### src/rtl/sp_ram_master.sv
// Controller for a single-port synchronous RAM. It accepts single read/write
// commands on a valid/ready port, returns read data on a valid/ready response
// port, and has a fill engine that writes one value to every RAM location.
module sp_ram_master #(
  parameter int addr_width = 6,
  parameter int data_width = 8,
  parameter int depth      = 64
) (
  input  logic                  clk,
  input  logic                  rst_n,
  input  logic                  cmd_valid,
  output logic                  cmd_ready,
  input  logic                  cmd_we,
  input  logic [addr_width-1:0] cmd_addr,
  input  logic [data_width-1:0] cmd_wdata,
  output logic                  rsp_valid,
  input  logic                  rsp_ready,
  output logic [data_width-1:0] rsp_rdata,
  output logic [addr_width-1:0] rsp_addr,
  input  logic                  fill_start,
  input  logic [data_width-1:0] fill_value,
  output logic                  fill_done,
  output logic                  busy,
  output logic [addr_width-1:0] ram_addr,
  output logic [data_width-1:0] ram_data,
  output logic                  ram_we,
  input  logic [data_width-1:0] ram_q
);

  typedef enum logic [2:0] {
    IDLE,
    ISSUE,
    CAPTURE,
    RESP,
    FILL
  } state_t;

  // The fill engine stops on this address, so non-power-of-two depths never
  // step ram_addr past the last real word.
  localparam logic [addr_width-1:0] LAST_ADDR = addr_width'(depth - 1);

  state_t                r_state;
  state_t                w_nextState;
  logic [addr_width-1:0] r_ramAddr,   w_ramAddrNext;
  logic [data_width-1:0] r_ramData,   w_ramDataNext;
  logic                  r_ramWe,     w_ramWeNext;
  logic                  r_rspValid,  w_rspValidNext;
  logic [data_width-1:0] r_rspRdata,  w_rspRdataNext;
  logic [addr_width-1:0] r_rspAddr,   w_rspAddrNext;
  logic                  r_fillDone,  w_fillDoneNext;

  // State register; reset abandons any command or fill in progress.
  always_ff @(posedge clk or negedge rst_n) begin
    if (!rst_n) begin
      r_state <= IDLE;
    end else begin
      r_state <= w_nextState;
    end
  end

  // Next-state and next-output logic. ram_addr doubles as the fill counter,
  // and ram_we left over from acceptance tells ISSUE whether it is a write.
  always_comb begin
    w_nextState    = r_state;
    w_ramAddrNext  = r_ramAddr;
    w_ramDataNext  = r_ramData;
    w_ramWeNext    = r_ramWe;
    w_rspValidNext = r_rspValid;
    w_rspRdataNext = r_rspRdata;
    w_rspAddrNext  = r_rspAddr;
    w_fillDoneNext = 1'b0;
    case (r_state)
      IDLE: begin
        if (fill_start) begin
          w_nextState   = FILL;
          w_ramAddrNext = '0;
          w_ramDataNext = fill_value;
          w_ramWeNext   = 1'b1;
        end else if (cmd_valid) begin
          w_nextState   = ISSUE;
          w_ramAddrNext = cmd_addr;
          w_ramDataNext = cmd_wdata;
          w_ramWeNext   = cmd_we;
          w_rspAddrNext = cmd_addr;
        end
      end
      ISSUE: begin
        if (r_ramWe) begin
          w_ramWeNext = 1'b0;
          w_nextState = IDLE;
        end else begin
          w_nextState = CAPTURE;
        end
      end
      CAPTURE: begin
        w_rspRdataNext = ram_q;
        w_rspValidNext = 1'b1;
        w_nextState    = RESP;
      end
      RESP: begin
        if (rsp_ready) begin
          w_rspValidNext = 1'b0;
          w_nextState    = IDLE;
        end
      end
      FILL: begin
        if (r_ramAddr == LAST_ADDR) begin
          w_ramWeNext    = 1'b0;
          w_fillDoneNext = 1'b1;
          w_nextState    = IDLE;
        end else begin
          w_ramAddrNext = r_ramAddr + addr_width'(1);
        end
      end
      default: begin
        w_nextState = IDLE;
      end
    endcase
  end

  // Registered RAM pins, response and fill-done pulse.
  always_ff @(posedge clk or negedge rst_n) begin
    if (!rst_n) begin
      r_ramAddr  <= '0;
      r_ramData  <= '0;
      r_ramWe    <= 1'b0;
      r_rspValid <= 1'b0;
      r_rspRdata <= '0;
      r_rspAddr  <= '0;
      r_fillDone <= 1'b0;
    end else begin
      r_ramAddr  <= w_ramAddrNext;
      r_ramData  <= w_ramDataNext;
      r_ramWe    <= w_ramWeNext;
      r_rspValid <= w_rspValidNext;
      r_rspRdata <= w_rspRdataNext;
      r_rspAddr  <= w_rspAddrNext;
      r_fillDone <= w_fillDoneNext;
    end
  end

  assign cmd_ready = (r_state == IDLE);
  assign busy      = ~cmd_ready;
  assign ram_addr  = r_ramAddr;
  assign ram_data  = r_ramData;
  assign ram_we    = r_ramWe;
  assign rsp_valid = r_rspValid;
  assign rsp_rdata = r_rspRdata;
  assign rsp_addr  = r_rspAddr;
  assign fill_done = r_fillDone;

endmodule

### config.mk
export PLATFORM = sky130hd
export DESIGN_NAME = sp_ram_master
export DESIGN_NICKNAME = d
export VERILOG_FILES = /design/src/rtl/sp_ram_master.sv
export SDC_FILE = /design/constraint.sdc
export NUM_CORES = 1
export LEC_CHECK = 0
export ABC_CLOCK_PERIOD_IN_PS = 1600
export CORE_UTILIZATION = 35
export DETAILED_ROUTE_END_ITERATION = 12
export GPL_TIMING_DRIVEN = 1
export HOLD_SLACK_MARGIN = 0.12
export PLACE_DENSITY = 0.79
export SLEW_MARGIN = 20
export SYNTH_ARGS = -nofsm -noshare
export SYNTH_HDL_FRONTEND = slang
export SYNTH_SLANG_ARGS = --single-unit
export TNS_END_PERCENT = 1
### constraint.sdc
create_clock -name clk -period 1.6 [get_ports clk]
set_input_delay 0.24 -clock clk [delete_from_list [all_inputs] [get_ports clk]]
set_output_delay 0.24 -clock clk [all_outputs]
set_load 0.1 [all_outputs]
== Word level (Yosys, flattened, before mapping) ==
Index checks and enable logic that the tools add are counted.

* $add $sub $neg: 1
* Equal/unequal tests: 9
* Multiply operators: 0
* Div/mod/pow operators: 0
* Magnitude comparators: 0
* Multiplexer cells: 20
* Shifts and indexed selects: 0
* Reduce and logical (&&, ||, !) cells: 11
* Bitwise operators: 2

{| class="wikitable"
|+ Operators with widths
! kind !! number
|-
| 6-bit two-way mux || 3
|-
| 8-bit two-way mux || 2
|-
| 3-bit case mux with 5 select lines || 1
|-
| 3-bit two-way mux || 4
|-
| 6-bit case mux with 2 select lines || 1
|-
| 3-bit AND reduction || 4
|-
| 6-bit by 1-bit adder with 6-bit output (second input constant) || 1
|-
| 3-bit by 2-bit == test with 1-bit output (second input constant) || 2
|-
| 6-bit == test (second input constant) || 1
|-
| 1-bit two-way mux || 6
|-
| 2-bit != test (second input constant) || 3
|-
| 2-bit nonzero test || 3
|-
| 2-bit AND reduction || 2
|-
| 3-bit by 1-bit == test with 1-bit output (second input constant) || 1
|-
| 3-bit == test (second input constant) || 1
|-
| 3-bit logical NOT || 1
|-
| 3-bit by 2-bit != test with 1-bit output (second input constant) || 1
|-
| 1-bit case mux with 3 select lines || 1
|-
| 3-bit nonzero test || 1
|-
| 2-bit two-way mux || 1
|-
| 1-bit inverter || 2
|-
| 1-bit case mux with 2 select lines || 1
|}

* Flip-flop bits (word level): 34
* Word-level logic and storage cells: 51
* Output and inout bits: 33
* Input bits: 36
* Memories kept: 0
* Memory bits (writable): 0
* Memory bits (read-only): 0
* Bits in latches: 0

== Longest topological paths before layout ==
Gate-level depths: netlist of the first run.

* Depth after elaboration: 3
* Depth in mapped cells: 7
* Gate-level depth less buffers: 5

== Worst setup path before layout of the first run ==
Ideal clock, no wire load.

* Kind: reg-to-reg
* Start: reg r_state[0]
* End: reg r_ramData[7] (netlist: ram_data[7])
* Buffers on the path: 2
* Setup slack: -1.270 ns
* Clock period less this slack: 2.870 ns
* Stages on the path, launching flop included: 8
* Data required time: 1.522 ns
* Arrival: 2.792 ns
* Library setup time: 0.078 ns
* Cell sequence: dfrtp_1 > buf_6 > nor3_4 > inv_1 > nor2_4 > buf_4 > nor2_1 > a21oi_1

* Longest elaborated chain between the ends: 2

{| class="wikitable"
|+ Ends and longest elaborated chain
! what !! RTL line !! source
|-
| start, declared || 42 || <nowiki>state_t r_state;</nowiki>
|-
| start signal, assigned || 57 || <nowiki>r_state <= w_nextState;</nowiki>
|-
| 3-bit logical NOT || - ||
|-
| via cmd_ready || 12 || <nowiki>output logic cmd_ready,</nowiki>
|-
| 2-bit AND reduction (no source line) || - ||
|-
| end signal, assigned || 133 || <nowiki>r_ramData <= w_ramDataNext;</nowiki>
|-
| end, declared || 45 || <nowiki>logic [data_width-1:0] r_ramData, w_ramDataNext;</nowiki>
|}

The timed path passes the listed nets, and every way through them passes these cells.
A chain may end at the register's enable or synchronous reset.

== Final worst setup path of the first run ==
* Start: reg r_state[0]
* End: reg r_rspAddr[1] (netlist: rsp_addr[1])

* Longest elaborated chain between the ends: 2

{| class="wikitable"
|+ Ends and longest elaborated chain
! what !! RTL line !! source
|-
| 3-bit logical NOT || 72 || <nowiki>case (r_state)</nowiki>
|-
| 3-bit AND reduction (no source line) || - ||
|-
| end signal, assigned || 137 || <nowiki>r_rspAddr <= w_rspAddrNext;</nowiki>
|-
| end, declared || 49 || <nowiki>logic [addr_width-1:0] r_rspAddr, w_rspAddrNext;</nowiki>
|}

No other way between the ends.

==> results.sh, run 1 <==
export IMPL_start_util_pct=37.1
export IMPL_io_pins=69
export IMPL_vias=1492
export IMPL_min_period_over_period_pct=98.8
export IMPL_synthCells=146
export IMPL_drv_slew=0
export IMPL_dieArea_mm2=0.00496
export IMPL_drt_iter0_drc=64
export IMPL_worstSetupStartpointType="register"
export IMPL_post_synth_cell_area_avg_um2=11.2
export IMPL_crit_type="register to register"
export IMPL_ys_flop_type="dfrtp_1"
export IMPL_synth_top_area_cell="dfrtp_1"
export IMPL_root_buffer="clkbuf_8"
export IMPL_port_buffers=68
export IMPL_detail_route_wl_per_cell_um=14.5
export IMPL_num_antenna_cells=0
export IMPL_cts_sinks=34
export IMPL_yosysTopAreaCellShare_pct=51.9
export IMPL_insertion_delay_ps=280
export IMPL_hold_viol_final=0
export IMPL_cp_end_kind="register"
export IMPL_grt_max_degree=35
export IMPL_ys_ff_latch=34
export IMPL_cp_required_ps=1770
export IMPL_antenna_found_initial=0
export IMPL_hold_path_class="primary input to asynchronous set/reset pin"
export IMPL_maxCapViolations=0
export IMPL_yosysMostFrequentCell="dfrtp_1"
export IMPL_place_inst=281
export IMPL_synth_cell_types=36
export IMPL_worst_pin_slew_ps=442
export IMPL_synthAdderAreaFrac_pct=0.763
export IMPL_synthArstFlopShare_pct=100
export IMPL_synth_top_family_by_area="simple AND/OR/NAND/NOR gates"
export IMPL_first_pass_iters=4
export IMPL_yosysSeqAreaShare_pct=51.9
export IMPL_finalNetCount=277
export IMPL_hpwl_um=3150
export IMPL_synth_area_mm2=0.00164
export IMPL_synth_nets=183
export IMPL_die_h_um=70.4
export IMPL_r2r_cells=5
export IMPL_setup_viol=0
export IMPL_max_slew_margin_pct=70.5
export IMPL_cts_clk_slew_worst_paths_ps=70
export IMPL_routed_wl_um=4240
export IMPL_numCtsBuffers=5
export IMPL_grt_overflow=0
export IMPL_rows=24
export IMPL_grt_setup_unrepaired="yes"
export IMPL_grt_pass1_wl_um=7380
export IMPL_gp_congestion=0.789
export IMPL_grt_usage_pct=18.8
export IMPL_cp_max_fo=8
export IMPL_clockBufferDepth=2
export IMPL_skew_ps=6.14
export IMPL_area_growth_synth_to_final_pct=81.9
export IMPL_synth_compound_area_share_pct=12.0
export IMPL_drc_errors=0
export IMPL_synth_xor_area_share_pct=0.534
export IMPL_worstPathArrival_ps=1750
export IMPL_grt_pass1_vias=1610
export IMPL_synth_simple_area_share_pct=15.8
export IMPL_drtAntennaViolNets=0
export IMPL_coreArea_mm2=0.00441
export IMPL_max_freq_mhz=632
export IMPL_htreeDepth=2
export IMPL_cts_tree="done"
export IMPL_drive_above_1_share_pct=36.9
export IMPL_outcome="completed"
export IMPL_synth_edf_count=0
export IMPL_dieWidth_um=70.4
export IMPL_timing_final_crit_period_ps=1580
export IMPL_synth_commonest_cells="34 x dfrtp_1, 16 x nor2_1, 15 x a21oi_1, 14 x mux2_2, 9 x o21ai_0"
export IMPL_layout_cells_non_filler=293
export IMPL_synthMuxAreaShare_pct=14.5
export IMPL_via_per_inst=5.09
export IMPL_yosys_top_cells_area="dfrtp_1 52%, mux2_2 9.6%, mux2i_1 4.9%, a21oi_1 4.6%, nor2_1 3.7%"
export IMPL_yosys_warnings=0
==> per-stage QoR <==
step / setup TNS, ps / worst slack (ps) / instance area [um2] / hold slack, ps / utilization [%]
after floorplan: -15620 / -1270 / 1640 / -55.6 / -
after global placement: -619 / -82.7 / 2830 / 303 / 64.2
after detailed placement: -1120 / -126 / 2830 / 305 / 64.2
after CTS: 0 / 0.0172 / 2960 / 530 / 67.1
after global routing: -107 / -35.4 / 2980 / 565 / 67.5
final: 0 / 18.8 / 2980 / 513 / 67.5
==> placed cells by master (no fill, tap or decap), types with 2 or more instances in the layout <==
cell	netlist	routed
nor3_1	3	3
clkdlybuf4s50_1	0	34
mux2_2	14	13
buf_4	2	20
dfrtp_1	34	34
buf_12	0	34
o21ai_1	1	2
inv_1	3	2
or3_1	2	2
nand2_1	6	6
nand3_1	3	3
o21ai_0	9	8
nor3b_1	3	3
a22oi_1	2	2
buf_6	3	5
nor2_1	16	16
nor3_4	2	2
a21oi_1	15	15
mux2i_1	8	8
clkbuf_8	0	6
==> per-layer routing <==
metal  vias up  global-route usage [%]  share of wire, %
li1        710                       -                 -
met1       736                    21.4                41
met2        40                    33.7                53
met3         6                    5.92               5.0
met4         0                    4.67              0.94
met5         -                       0                 0
==> critical path, cell delays in order (launching register included) <==
cell	delay [ps]
dfrtp_1	420
buf_6	130
buf_4	140
nor4_4	260
buf_6	180
mux2_2	340
==> cell families after synthesis <==
kind of cell,count (synthesis)
flops,34
buf+inv,11
mux,22
fa+ha+maj,1
simple gates,43
compound gates,34
xor+xnor,1
==> final cells by class <==
cell class                      count  area, um2
Timing Repair Buffer               95       1240
Fill cell                         328       1430
Multi-Input combinational cell    101        721
Inverter                            3       11.3
Clock inverter                      1       5.00
Clock buffer                        7       86.3
Sequential cell                    34        851
Tap cell                           52       65.1
==> state kept, by name, indices dropped and copies added, names as in the netlist <==
name / count
rsp_valid: 1
rsp_rdata: 8
ram_addr: 6
rsp_addr: 6
fill_done: 1
ram_data: 8
ram_we: 1
r_state: 3
==> repair_timing <==
action | CTS | global route
endpoints found under the hold margin | 34 | 0
hold buffers | 1 | 0
setup endpoints to repair | 2 | 12
resized for setup | 3 | 6
setup buffers | 3 | 0
pin swaps | 1 | 2
==> path summary, 6_finish.rpt <==
path	startpoint	endpoint	slack (ps)
worst max-delay path	r_state[0]	rsp_addr[1]	20
worst min register to register	rsp_valid	rsp_valid	550
min in group clk	rsp_valid	rsp_valid	550
worst max register to register	r_state[0]	rsp_addr[1]	20
max in group asynchronous	rst_n	r_state[1]	760
worst min-delay path	rst_n	ram_addr[5]	510
Power of run 1 is left out: the tool's default activity adds up to more than one toggle a clock period on the data nets, which glitch-free logic cannot reach.
==> run 2, diff against run 1 <==
CAP_MARGIN = 20   (was unset)
==> results of run 2 <==
Same layout as run 1: the final DEF is identical, and so are final timing and power.
Power of run 2 is left out for the same reason.
==> run 3, diff against run 2 <==
CELL_PAD_IN_SITES_DETAIL_PLACEMENT = 1   (was unset)
CELL_PAD_IN_SITES_GLOBAL_PLACEMENT = 2   (was unset)
CORE_UTILIZATION = 25   (was 35)
PLACE_DENSITY = unset   (was 0.79)
PLACE_DENSITY_LB_ADDON = 0.3   (was unset)
==> results.sh, run 3 (synthesis gave the netlist of run 1 again) <==
export IMPL_outcome="completed"
export IMPL_grt_max_degree=19
export IMPL_numCtsBuffers=5
export IMPL_grt_usage_pct=15.1
export IMPL_place_inst=309
export IMPL_hpwl_um=3770
export IMPL_multiInputGateArea_um2=727
export IMPL_dieArea_mm2=0.00688
export IMPL_worstPathArrival_ps=1340
export IMPL_hold_path_class="primary input to asynchronous set/reset pin"
export IMPL_cp_top_family="buffers and inverters"
export IMPL_layout_cells_non_filler=322
export IMPL_insertion_delay_ps=280
export IMPL_antenna_found_initial=0
export IMPL_grt_setup_unrepaired="yes"
export IMPL_layout_commonest_cell="buf_12"
export IMPL_r2r_slack_ps=40
export IMPL_cp_cell_sequence="buf_6 -> nor3_4 -> buf_6 -> buf_12"
export IMPL_max_slew_margin_pct=69.6
export IMPL_routed_wl_um=4900
export IMPL_min_period_over_period_pct=98.6
export IMPL_first_pass_iters=2
export IMPL_rr_startpoint="r_state[2]"
export IMPL_cts_clk_slew_worst_paths_ps=70
export IMPL_detail_route_wl_per_cell_um=15.2
export IMPL_fill_cells=661
export IMPL_worst_pin_slew_ps=457
export IMPL_grt_pass1_wl_um=8180
export IMPL_fin_hold_ws_ps=436
export IMPL_via_per_inst=4.66
export IMPL_worstSetupStartpointType="register"
export IMPL_slowest_stage="dfrtp_1"
export IMPL_regArea_um2=851
export IMPL_skew_ps=2.43
export IMPL_num_antenna_cells=0
export IMPL_grt_overflow=0
export IMPL_cp_end_kind="primary output"
export IMPL_port_buffers=68
export IMPL_critPathBufInv=3
export IMPL_cts_tree="done"
export IMPL_gp_congestion=0.738
export IMPL_r2r_cells=5
export IMPL_setup_ws_ps=22.0
export IMPL_vias=1499
export IMPL_finalNetCount=283
export IMPL_drive_above_1_share_pct=39.2
export IMPL_hold_viol_final=0
export IMPL_cp_required_ps=1360
export IMPL_clockBufferDepth=2
export IMPL_setup_viol=0
export IMPL_drtAntennaViolNets=0
export IMPL_cts_sinks=34
export IMPL_drv_slew=0
export IMPL_crit_path_max_incr_delay_ps=390
export IMPL_place_ws_ps=-174
export IMPL_area_growth_synth_to_final_pct=88.5
export IMPL_cp_max_fo=8
export IMPL_drc_errors=0
export IMPL_utilization_pct=48.7
export IMPL_root_buffer="clkbuf_8"
export IMPL_most_common_layout_cells="37 x buf_12, 34 x dfrtp_1, 34 x clkdlybuf4s50_1"
export IMPL_maxCapViolations=0
export IMPL_io_pins=69
export IMPL_start_util_pct=25.8
export IMPL_r2r_end="ram_addr[0]"
export IMPL_coreArea_mm2=0.00635
export IMPL_max_freq_mhz=634
export IMPL_dieWidth_um=83.0
export IMPL_grt_pass1_vias=1613
export IMPL_drt_iter0_drc=48
export IMPL_rows=29
export IMPL_htreeDepth=2
export IMPL_die_h_um=83.0
export IMPL_crit_type="register to primary output"
export IMPL_crit_top_cell="buf_6"
export IMPL_timing_final_crit_period_ps=1580
export IMPL_crit_start="r_state[0]"
## run 3: cell types whose count changed in the layout (fill, tap and decap cells not counted), sizes merged
cell,before,now
buf,60,66
clkbuf,7,6
clkinv,1,0
## run 3: final cells by class
type / count / share of cell area, %
clock buffer: 6 / 2.67
multi-input combinational: 101 / 23.5
tap: 77 / 3.12
timing repair buffer: 101 / 42.8
sequential: 34 / 27.5
inverter: 3 / 0.365
## run 3: routing by layer
layer	global-route usage, %	share of wire [%]
met5	0	0
met4	2.82	0.63
met3	4.97	4.2
met2	23.8	50
met1	20.3	45
## run 3: worst max path at each step
stage | end | slack [ps] | depth (start not counted)
after floorplan | ram_data[7] | -1270 | 7
after global placement | ram_addr[5] | -140 | 6
after detailed placement | ram_addr[0] | -170 | 5
after CTS | busy | -20 | 4
after global routing | ram_addr[5] | -50 | 6
final | cmd_ready | 20 | 4
## run 3: worst reg2reg max path, cell delays in order (launching register included)
cell and delay (ps):
dfrtp_1 400, buf_4 140, or3_4 350, o211ai_1 210
nor3_1 80, a221o_1 270
## run 3: stage by stage
| step | area [um2] | setup TNS, ps |
|---|---|---|
| finish | 3090 | 0 |
| global route | 3090 | -250 |
| CTS | 3010 | -38.2 |
| detailed placement | 2910 | -1590 |
| global placement | 2910 | -1120 |
| floorplan | 1640 | -15620 |
## run 3: what timing repair did
item | 4_1_cts | 5_1_grt
setup buffers | 0 | 6
gates resized for setup | 1 | 9
hold endpoints to repair | 17 | 0
endpoints found under the setup margin | 2 | 6
pin swaps | 0 | 2
hold buffers | 1 | 0
Power of run 3 is left out for the same reason.
